<file path="src/rtl/tcm_arbiter.sv">
// Arbitrates IFU fetches and LSU loads/stores onto one single-port TCM; LSU has priority unless IFU is starved.
// Latency: 1 cycle from grant to response. While the response is stalled by rsp_ready=0, no new grant is issued.
module tcm_arbiter #(
    parameter int AW         = 32,
    parameter int DW         = 32,
    parameter int MW         = 4,
    parameter int RAM_AW     = 9,
    parameter int STARVE_LIM = 4
) (
    input  logic              clk,
    input  logic              rst,
    input  logic              ifu_req_valid,
    output logic              ifu_req_ready,
    input  logic [AW-1:0]     ifu_req_addr,
    output logic              ifu_rsp_valid,
    input  logic              ifu_rsp_ready,
    output logic [DW-1:0]     ifu_rsp_rdata,
    input  logic              lsu_req_valid,
    output logic              lsu_req_ready,
    input  logic [AW-1:0]     lsu_req_addr,
    input  logic              lsu_req_we,
    input  logic [MW-1:0]     lsu_req_wem,
    input  logic [DW-1:0]     lsu_req_wdata,
    output logic              lsu_rsp_valid,
    input  logic              lsu_rsp_ready,
    output logic [DW-1:0]     lsu_rsp_rdata,
    output logic [RAM_AW-1:0] ram_addr,
    output logic [DW-1:0]     ram_din,
    output logic              ram_we,
    output logic [MW-1:0]     ram_wem,
    input  logic [DW-1:0]     ram_dout
);

    localparam int SW = $clog2(STARVE_LIM + 1);
    localparam logic [SW-1:0] LIM = SW'(STARVE_LIM);

    typedef enum logic {
        IDLE = 1'b0,
        BUSY = 1'b1
    } state_t;

    state_t            state_q, state_d;
    logic              owner_q, owner_d;   // 1 = LSU owns the outstanding response
    logic              store_q, store_d;
    logic [SW-1:0]     starve_cnt_q, starve_cnt_d;
    logic [RAM_AW-1:0] rd_addr_q, rd_addr_d;
    logic              rst_dly_q, rst_dly_d;

    logic              ifu_own, lsu_own, rsp_done, slot_open;
    logic              grant_ifu, grant_lsu, store_grant;
    logic [RAM_AW-1:0] gnt_addr;
    logic              unused_addr;

    assign unused_addr = ^{ifu_req_addr, lsu_req_addr};

    always_comb begin
        ifu_own     = (state_q == BUSY) && !owner_q && !rst;
        lsu_own     = (state_q == BUSY) && owner_q && !rst;
        rsp_done    = (ifu_own && ifu_rsp_ready) || (lsu_own && lsu_rsp_ready);
        // No grant in the reset cycle nor the cycle right after it.
        slot_open   = !rst && !rst_dly_q && ((state_q == IDLE) || rsp_done);
        grant_ifu   = slot_open && ifu_req_valid && (!lsu_req_valid || (starve_cnt_q == LIM));
        grant_lsu   = slot_open && lsu_req_valid && !grant_ifu;
        store_grant = grant_lsu && lsu_req_we;
        gnt_addr    = grant_lsu ? lsu_req_addr[RAM_AW+1:2] : ifu_req_addr[RAM_AW+1:2];

        ifu_req_ready = grant_ifu;
        lsu_req_ready = grant_lsu;
        ifu_rsp_valid = ifu_own;
        lsu_rsp_valid = lsu_own;
        ifu_rsp_rdata = ifu_own ? ram_dout : '0;
        lsu_rsp_rdata = (lsu_own && !store_q) ? ram_dout : '0;

        // Re-presenting the last read address keeps ram_dout stable during a stall.
        if (rst)
            ram_addr = '0;
        else if (grant_ifu || grant_lsu)
            ram_addr = gnt_addr;
        else
            ram_addr = rd_addr_q;
        ram_we  = store_grant;
        ram_wem = store_grant ? lsu_req_wem : '0;
        ram_din = store_grant ? lsu_req_wdata : '0;

        state_d      = state_q;
        owner_d      = owner_q;
        store_d      = store_q;
        rd_addr_d    = rd_addr_q;
        starve_cnt_d = starve_cnt_q;
        rst_dly_d    = rst;

        if (grant_ifu || grant_lsu) begin
            state_d = BUSY;
            owner_d = grant_lsu;
            store_d = store_grant;
            if (!store_grant)
                rd_addr_d = gnt_addr;
        end else if (rsp_done) begin
            state_d = IDLE;
        end

        if (!ifu_req_valid || grant_ifu)
            starve_cnt_d = '0;
        else if (grant_lsu && (starve_cnt_q != LIM))
            starve_cnt_d = starve_cnt_q + SW'(1);
    end

    always_ff @(posedge clk) begin
        if (rst) begin
            state_q      <= IDLE;
            owner_q      <= 1'b0;
            store_q      <= 1'b0;
            starve_cnt_q <= '0;
            rd_addr_q    <= '0;
            rst_dly_q    <= 1'b1;
        end else begin
            state_q      <= state_d;
            owner_q      <= owner_d;
            store_q      <= store_d;
            starve_cnt_q <= starve_cnt_d;
            rd_addr_q    <= rd_addr_d;
            rst_dly_q    <= rst_dly_d;
        end
    end

endmodule

</file>
<file path="config.mk">
export PLATFORM = sky130hd
export DESIGN_NAME = tcm_arbiter
export DESIGN_NICKNAME = d
export VERILOG_FILES = /design/src/rtl/tcm_arbiter.sv
export SDC_FILE = /design/constraint.sdc
export NUM_CORES = 1
export LEC_CHECK = 0
export CAP_MARGIN = 20
export CORE_AREA = 2 2 98 100
export CTS_BUF_LIST = sky130_fd_sc_hd__clkbuf_4 sky130_fd_sc_hd__clkbuf_8
export DETAILED_ROUTE_END_ITERATION = 8
export DIE_AREA = 0 0 100 102
export GPL_TIMING_DRIVEN = 0
export PLACE_DENSITY = 0.69
export SLEW_MARGIN = 20
export SYNTH_ARGS = -nofsm -noshare
export SYNTH_HDL_FRONTEND = slang
export SYNTH_SLANG_ARGS = --single-unit
</file>
<file path="constraint.sdc">
create_clock -name clk -period 2 [get_ports clk]
set_clock_uncertainty 0.1 [all_clocks]
set_input_delay 0.4 -clock clk [delete_from_list [all_inputs] [get_ports clk]]
set_output_delay 0.4 -clock clk [all_outputs]
set_load 0.01 [all_outputs]
</file>
==> insert_results.sql, run 1 <==
INSERT INTO impl_metrics (metric_group, metric, value, unit) VALUES
('layout', 'design_area', '5020', 'um^2'),
('synth', 'synth.yosys.warnings', '0', ''),
('timing', 'highest_attainable_clock_frequency', '0.405', 'GHz'),
('timing', 'finalHoldViolations', '0', ''),
('route', 'detailedRoute.firstPassIterationCount', '4', ''),
('layout', 'flow.area_growth_from_synthesis', '202', '%'),
('pwr', 'power_report.internal_total', '0.856', 'mW'),
('floorplan', 'io-pin-count', '253', ''),
('pwr', 'comb_power_share', '47.3', '%'),
('pwr', 'power_frac_seq', '28.1', '%'),
('setup_path', 'crit_required', '1500', 'ps'),
('synth', 'post_synth_design_cell_area', '1660', 'um^2'),
('clocking', 'clk_path_buf_depth', '2', ''),
('clocking', 'tritoncts', 'built', ''),
('placement', 'gp_routability_congestion', '0.801', ''),
('clocking', 'worst_skew_late_latency', '260', 'ps'),
('layout', 'layout.core_utilization', '55.1', '%'),
('timing', 'slew_limit_fails', '0', ''),
('timing', 'final.hold.worst_slack', '148', 'ps'),
('floorplan', 'design.core.area', '9110', 'um^2'),
('grt', 'antenna_found_initial', '2', ''),
('grt', 'overflow', '0', ''),
('synth', 'synth-edff-count', '0', ''),
('grt', 'grt_max_degree', '11', ''),
('route', 'detail_route.vias_per_cell', '4.55', ''),
('outcome', 'run_status', 'finished, violations left', ''),
('placement', 'cell_area_after_placement', '3920', 'um^2'),
('route', 'detail_route.drc_violations', '0', ''),
('placement', 'io_buffer_count', '205', ''),
('layout', 'final_nets', '639', ''),
('synth', 'mean_instance_size_in_the_synthesized_netlist', '7.08', 'um^2'),
('clocking', 'clk_transition_reported_paths', '70', 'ps'),
('placement', 'dpl.hpwl', '7250', 'um'),
('floorplan', 'dieWidth', '100', 'um'),
('pwr', 'power-per-cell-area', '244', 'nW/um^2'),
('clocking', 'cts.htree.levels', '1', ''),
('timing', 'slew_margin_rel', '52.4', '%'),
('timing', 'fin_crit', '2470', 'ps'),
('floorplan', 'floorplan.initialDensity', '18.3', '%'),
('layout', 'final_layout_size_suffix_gt1_share', '63.0', '%'),
('timing', 'final_min_period_over_clock_period', '123', '%'),
('pwr', 'power_leakage', '2.24', 'nW'),
('timing', 'timing.final.setup_violations', '119', ''),
('synth', 'proportion_of_synthesized_chip_area_in_sequential_cells', '19.3', '%'),
('route', 'post_drt_wl_per_cell', '17.9', 'um'),
('setup_path', 'cp-start-kind', 'register', ''),
('synth', 'yosys.cell_types.count', '34', ''),
('setup_path', 'critical_setup_path_class', 'register to primary output', ''),
('synth', 'postSynthRegisterBits', '16', ''),
('setup_path', 'arrival', '1970', 'ps'),
('job', 'maxCapViolCount', '0', ''),
('timing', 'tightestPinTransition', '714', 'ps'),
('grt', 'first_global_vias', '2653', ''),
('synth', 'postSynthNetCount', '376', ''),
('route', 'wirelength_routed', '10900', 'um'),
('pwr', 'clkPwrFrac', '24.5', '%'),
('timing', 'grt_setup_unrepaired', 'true', ''),
('floorplan', 'floorplan.die.height', '102', 'um'),
('route', 'detail_route.iter0.violations', '46', ''),
('synth', 'ys_async_sr_fraction', '0', '%'),
('pwr', 'switching_power', '0.367', 'mW'),
('outcome', 'violations_in_the_final_reports', 'setup timing', ''),
('setup_path', 'setup.worst_path.end_class', 'primary output', ''),
('clocking', 'cts.sinks', '16', ''),
('grt', 'grt.total_usage', '18.7', '%'),
('floorplan', 'die_area', '10200', 'um^2'),
('grt', 'global_route_wire_length_before_repair', '15000', 'um'),
('hold_path', 'worstHoldPathType', 'input port to register', ''),
('setup_path', 'cp_max_fo', '6', ''),
('clocking', 'clk_root_buffer_cell', 'sky130_fd_sc_hd__clkbuf_8', ''),
('synth', 'syn-instance-count', '235', ''),
('pwr', 'irDropWorstVdd', '0.000191', 'V'),
('pwr', 'switching_share', '30.0', '%'),
('clocking', 'numCtsBuffers', '3', ''),
('timing', 'finalWorstSetupSlack', '-469', 'ps'),
('route', 'dr_total_vias', '2773', ''),
('synth', 'synth_flop_cell', 'sky130_fd_sc_hd__dfxtp_1', ''),
('floorplan', 'row_count', '35', ''),
('route', 'antenna_left', '0', '');
registers in the layout, summed over array words and instances (netlist names):
register	count
rst_dly_q	1
starve_cnt_q	3
rd_addr_q	9
state_q	1
store_q	1
owner_q	1
critical path, cell delays in order, from the launching register on:
cell,delay (ps)
sky130_fd_sc_hd__dfxtp_4,370
sky130_fd_sc_hd__mux2i_4,210
sky130_fd_sc_hd__a21oi_2,300
sky130_fd_sc_hd__and3_1,260
sky130_fd_sc_hd__clkdlybuf4s50_1,570
placed cells by master (no fill, tap or decap), drive strengths merged:
cell type and count:
a211oi 2, a21bo 1, a21boi 1, a21oi 14, a311oi 18, and2 101, and2b 1, and3 2
buf 180, clkbuf 7, clkdlybuf4s15 1, clkdlybuf4s50 89, dfxtp 16, diode 1, dlygate4sd2 3, ha 2
inv 5, mux2 1, mux2i 2, nand2 3, nand2b 3, nand3 12, nand4b 1, nor2 14
nor2b 1, nor3 2, nor3b 1, o211ai 2, o21ai 9, o221ai 1, o2bb2ai 1, or2 1
timing repair:
item | 4_1_cts | 5_1_grt
setup buffers | 35 | 20
endpoints found under the hold margin | 0 | 0
hold buffers | 0 | 0
cloned | 9 | 1
pin swaps | 61 | 32
gates resized for setup | 599 | 162
endpoints found under the setup margin | 123 | 122
metrics by stage:
step	total power, mW	cells	setup TNS [ps]	worst slack (ps)
after floorplan	0.501	235	-1400	-45.6
after global placement	0.783	551	-122580	-1180
after detailed placement	0.790	551	-124950	-1190
after CTS	1.15	598	-25660	-464
after global routing	1.27	609	-36340	-538
final	1.22	609	-27770	-469
power by group through the flow:
stage | clock [mW] | sequential, mW | combinational (mW)
2_1_floorplan | 0 | 0.347 | 0.154
3_3_place_gp | 0 | 0.348 | 0.435
3_5_place_dp | 0 | 0.349 | 0.441
4_1_cts | 0.303 | 0.344 | 0.504
5_1_grt | 0.313 | 0.346 | 0.613
6_report | 0.300 | 0.344 | 0.579
synthesized netlist by cell type (2+ instances only):
| master | count | area share (%) |
|---|---|---|
| sky130_fd_sc_hd__o21ai_0 | 9 | 2.7 |
| sky130_fd_sc_hd__and2_1 | 101 | 38 |
| sky130_fd_sc_hd__nor3_1 | 2 | 0.60 |
| sky130_fd_sc_hd__ha_1 | 2 | 1.5 |
| sky130_fd_sc_hd__inv_1 | 4 | 0.90 |
| sky130_fd_sc_hd__a21oi_1 | 13 | 3.9 |
| sky130_fd_sc_hd__and3_1 | 2 | 0.75 |
| sky130_fd_sc_hd__buf_2 | 6 | 1.8 |
| sky130_fd_sc_hd__dfxtp_1 | 16 | 19 |
| sky130_fd_sc_hd__nand2_1 | 3 | 0.68 |
| sky130_fd_sc_hd__clkbuf_1 | 10 | 2.3 |
| sky130_fd_sc_hd__a311oi_1 | 18 | 9.5 |
| sky130_fd_sc_hd__nand2b_1 | 3 | 1.1 |
| sky130_fd_sc_hd__nand3_1 | 12 | 3.6 |
| sky130_fd_sc_hd__mux2i_1 | 2 | 1.2 |
| sky130_fd_sc_hd__nor2_1 | 14 | 3.2 |
path summary, 6_finish.rpt:
check             slack [ps]              end             from  cells past startpoint
setup reg to reg         -20     rd_addr_q[7]  starve_cnt_q[0]                      8
hold reg to reg          390  starve_cnt_q[0]  starve_cnt_q[0]                      2
hold / removal           150        rst_dly_q              rst                      1
setup / recovery        -470    ifu_req_ready          owner_q                      4
cell families after synthesis:
logic type,share of synthesized area [%]
buf+inv,6.17
flops,19.3
simple gates,50.1
fa+ha+maj,1.50
mux,1.88
compound gates,21.1
routing by layer:
metal	GRT usage [%]	vias up	part of all wire, %
met5	0	-	0.12
met4	3.27	2	0.94
met3	3.15	11	5.8
met2	35.9	114	56
met1	22.2	1300	37
li1	-	1346	-
area by class of cell:
class / count / area (um^2)
sequential: 16 / 332
multi-input combinational: 196 / 1720
buffer: 15 / 135
antenna: 1 / 2.50
clock buffer: 4 / 55.1
tap: 111 / 139
timing repair buffer: 261 / 2610
inverter: 5 / 26.3
fill: 814 / 4090
Note: power is estimated with default switching activity, not from simulation.
==> run 2, diff against run 1 <==
- ABC_AREA: default -> 1
- CORE_AREA: 2 2 98 100 -> 2 2 97 99
- DIE_AREA: 0 0 100 102 -> 0 0 99 101
- MAX_ROUTING_LAYER: default -> met4
- PLACE_DENSITY: 0.69 -> 0.74
==> run 2 against run 1 <==
The run still ends with setup timing left. Maximum frequency is 5.2% higher. Cell count increased by 19%. Area after synthesis increased by 15%. Non-clock buffer count shrank 5. Worst hold slack better by 6.8 ps. Via count increased by 10%. Sequential power is essentially flat. Critical endpoint is now ram_addr[8].
==> insert_results.sql, run 2 <==
INSERT INTO impl_metrics (metric_group, metric, value, unit) VALUES
('clocking', 'clk_root_buffer_cell', 'sky130_fd_sc_hd__clkbuf_8', ''),
('job', 'maxCapViolCount', '0', ''),
('hold_path', 'worstHoldPathCells', '1', ''),
('pwr', 'irDropWorstVdd', '0.000195', 'V'),
('synth', 'ys_async_sr_fraction', '0', '%'),
('floorplan', 'floorplan.initialDensity', '21.3', '%'),
('layout', 'layout_top_registers', 'rd_addr_q (9), starve_cnt_q (3)', ''),
('layout', 'most_frequent_cells_in_the_layout', '88 x sky130_fd_sc_hd__clkdlybuf4s50_1, 76 x sky130_fd_sc_hd__buf_6, 71 x sky130_fd_sc_hd__inv_1', ''),
('layout', 'design_area', '5110', 'um^2'),
('clocking', 'clk_path_buf_depth', '2', ''),
('placement', 'io_buffer_count', '206', ''),
('setup_path', 'crit_slowest_cell', 'sky130_fd_sc_hd__clkdlybuf4s50_1', ''),
('route', 'wirelength_routed', '9740', 'um'),
('synth', 'synth_top_cell_area_share', '23.3', '%'),
('pwr', 'switching_share', '33.3', '%'),
('setup_path', 'ff2ff_setup_slack', '-70', 'ps'),
('floorplan', 'row_count', '35', ''),
('outcome', 'violations_in_the_final_reports', 'setup timing', ''),
('timing', 'tightestPinTransition', '485', 'ps'),
('timing', 'finalWorstSetupSlack', '-347', 'ps'),
('setup_path', 'worstPathBufferInverterCount', '7', ''),
('route', 'post_drt_wl_per_cell', '13.5', 'um'),
('pwr', 'comb_power_share', '51.5', '%'),
('placement', 'gp_routability_congestion', '0.879', ''),
('pwr', 'clkPwrFrac', '22.2', '%'),
('setup_path', 'cpPeakStageDelay', '520', 'ps'),
('setup_path', 'critical_path_depth', '12', ''),
('layout', 'flow.area_growth_from_synthesis', '167', '%'),
('setup_path', 'arrival', '1850', 'ps'),
('grt', 'grt.total_usage', '17.4', '%'),
('setup_path', 'critPathTopFamily', 'buffers and inverters', ''),
('layout', 'layout_commonest_cell', 'sky130_fd_sc_hd__clkdlybuf4s50_1', ''),
('synth', 'synth-edff-count', '0', ''),
('route', 'dr_total_vias', '3051', ''),
('pwr', 'power-per-cell-area', '258', 'nW/um^2'),
('synth', 'synth_flop_cell', 'sky130_fd_sc_hd__dfxtp_1', ''),
('clocking', 'worst_skew_late_latency', '260', 'ps'),
('timing', 'fin_crit', '2350', 'ps'),
('route', 'detail_route.drc_violations', '0', ''),
('clocking', 'cts.sinks', '16', ''),
('timing', 'slew_margin_rel', '67.7', '%'),
('setup_path', 'critical_setup_path_class', 'input port to primary output', ''),
('timing', 'timing.final.setup_violations', '77', ''),
('setup_path', 'setup.worst_path.end_class', 'primary output', ''),
('timing', 'finalHoldViolations', '0', ''),
('timing', 'final_min_period_over_clock_period', '117', '%'),
('layout', 'final_nets', '752', ''),
('pwr', 'power_frac_seq', '26.3', '%'),
('timing', 'grt_setup_unrepaired', 'true', ''),
('floorplan', 'design.core.area', '8980', 'um^2'),
('floorplan', 'io-pin-count', '253', ''),
('synth', 'cell_types_with_the_largest_area_share_after_synthesis', 'sky130_fd_sc_hd__nor2_1 23%, sky130_fd_sc_hd__inv_1 17%, sky130_fd_sc_hd__dfxtp_1 17%', ''),
('clocking', 'cts.htree.levels', '1', ''),
('route', 'detail_route.iter0.violations', '72', ''),
('outcome', 'run_status', 'finished, violations left', ''),
('synth', 'postSynthNetCount', '493', ''),
('grt', 'antenna_found_initial', '1', ''),
('pwr', 'power_leakage', '2.57', 'nW'),
('setup_path', 'reg2regPathDepth', '14', ''),
('pwr', 'switching_power', '0.440', 'mW'),
('layout', 'final_layout_size_suffix_gt1_share', '51.1', '%'),
('synth', 'synth.yosys.warnings', '0', ''),
('placement', 'dpl.hpwl', '6760', 'um'),
('synth', 'post-synth-top-count-cell', 'sky130_fd_sc_hd__nor2_1', ''),
('synth', 'postSynthRegisterBits', '16', ''),
('grt', 'first_global_vias', '2889', ''),
('timing', 'highest_attainable_clock_frequency', '0.426', 'GHz'),
('placement', 'pre_cts_slack', '-1190', 'ps'),
('timing', 'slew_limit_fails', '0', ''),
('grt', 'grt_max_degree', '11', ''),
('synth', 'yosys.cell_types.count', '27', ''),
('clocking', 'tritoncts', 'built', ''),
('setup_path', 'cp_max_fo', '5', ''),
('route', 'detailedRoute.firstPassIterationCount', '4', ''),
('timing', 'final.hold.worst_slack', '155', 'ps'),
('setup_path', 'cp-start-kind', 'input port', ''),
('synth', 'post_synth_design_cell_area', '1920', 'um^2'),
('synth', 'cell_taking_the_most_area_after_synthesis', 'sky130_fd_sc_hd__nor2_1', ''),
('grt', 'global_route_wire_length_before_repair', '13900', 'um'),
('synth', 'post_synth_most_frequent_cells', '119 x sky130_fd_sc_hd__nor2_1, 86 x sky130_fd_sc_hd__inv_1, 41 x sky130_fd_sc_hd__nand2_1, 19 x sky130_fd_sc_hd__nor2_2, 16 x sky130_fd_sc_hd__dfxtp_1', ''),
('floorplan', 'dieWidth', '99', 'um'),
('layout', 'largest-register', 'rd_addr_q', ''),
('setup_path', 'crit_required', '1500', 'ps'),
('route', 'antenna_left', '0', ''),
('setup_path', 'crit_chain', 'clkdlybuf4s50_1, nand2_4, buf_6, inv_4, nand2_4, nand2_8, buf_12, buf_12, nand3_2, nand2_1, inv_2, buf_6', ''),
('synth', 'syn-instance-count', '352', ''),
('floorplan', 'die_area', '10000', 'um^2'),
('floorplan', 'floorplan.die.height', '101', 'um'),
('synth', 'proportion_of_synthesized_chip_area_in_sequential_cells', '16.7', '%'),
('clocking', 'numCtsBuffers', '3', ''),
('pwr', 'totalPowerFinal', '1.32', 'mW'),
('clocking', 'clk_transition_reported_paths', '60', 'ps'),
('timing', 'setup_total_negative_slack', '-13970', 'ps'),
('grt', 'overflow', '0', ''),
('clocking', 'post_cts_hold_buffer_count', '0', ''),
('layout', 'largest_reg_flops', '9', ''),
('placement', 'cell_area_after_placement', '4250', 'um^2'),
('synth', 'mean_instance_size_in_the_synthesized_netlist', '5.44', 'um^2'),
('hold_path', 'worstHoldPathType', 'input port to register', ''),
('pwr', 'power_report.internal_total', '0.880', 'mW'),
('route', 'detail_route.vias_per_cell', '4.23', '');
run 2: changes by cell type in the layout (fill, tap and decap cells not counted), sizes merged, moves of 3 or more:
cell,before,now
and2,101,0
a21oi,14,6
nor2,14,139
inv,5,90
nand3,12,21
nand2,3,44
nand4,0,11
clkbuf,7,25
nand2b,3,0
a311oi,18,0
buf,180,158
o21ai,9,1
run 2: final timing paths:
kind                      start      endpoint
setup / recovery  ifu_req_valid   ram_addr[8]
hold / removal              rst     rst_dly_q
setup reg to reg        owner_q  rd_addr_q[4]
hold reg to reg         store_q       store_q
run 2: power groups by stage:
stage	Clock, mW	Sequential (mW)	Combinational (mW)
after floorplan	0	0.350	0.242
after global placement	0	0.351	0.541
after detailed placement	0	0.352	0.546
after CTS	0.293	0.346	0.630
after global routing	0.312	0.349	0.731
final	0.293	0.347	0.680
run 2: area by class of cell:
type / count / area [um^2]
multi-input combinational: 228 / 1610
clock buffer: 4 / 55.1
buffer: 15 / 203
sequential: 16 / 330
fill: 818 / 3870
timing repair buffer: 256 / 2400
antenna: 1 / 2.50
inverter: 91 / 364
tap: 111 / 139
run 2: cells by family after synthesis:
logic type                 share of synthesized area [%]
adders and majority gates                           1.31
buffers and inverters                               24.2
xor gates and xnor gates                           0.457
AOI/OAI and AO/OA                                   3.59
and+or+nand+nor                                     53.7
DFF                                                 16.7
run 2: timing repair:
action	CTS	global route
buffers inserted	30	16
setup endpoints to repair	125	111
pin swaps	14	27
resized for setup	474	214
cloned	7	2
run 2: per-stage QoR:
stage                     util [%]  std cells
after floorplan                  -        352
after global placement        47.3        669
after detailed placement      47.3        669
after CTS                     53.1        710
after global routing          56.9        722
final                         56.9        722
run 2: layer usage:
metal | global-route usage, % | share of wire (%) | up-vias
met5 | - | 0 | -
met4 | 5.48 | 2.1 | 0
met3 | 2.98 | 6.9 | 16
met2 | 32.3 | 54 | 137
met1 | 18.9 | 37 | 1363
li1 | - | - | 1535
==> run 3, diff against run 2 <==
- CAP_MARGIN: 20 -> default
==> results of run 3 <==
The final DEF is identical to that of run 2; final timing and power are the same.
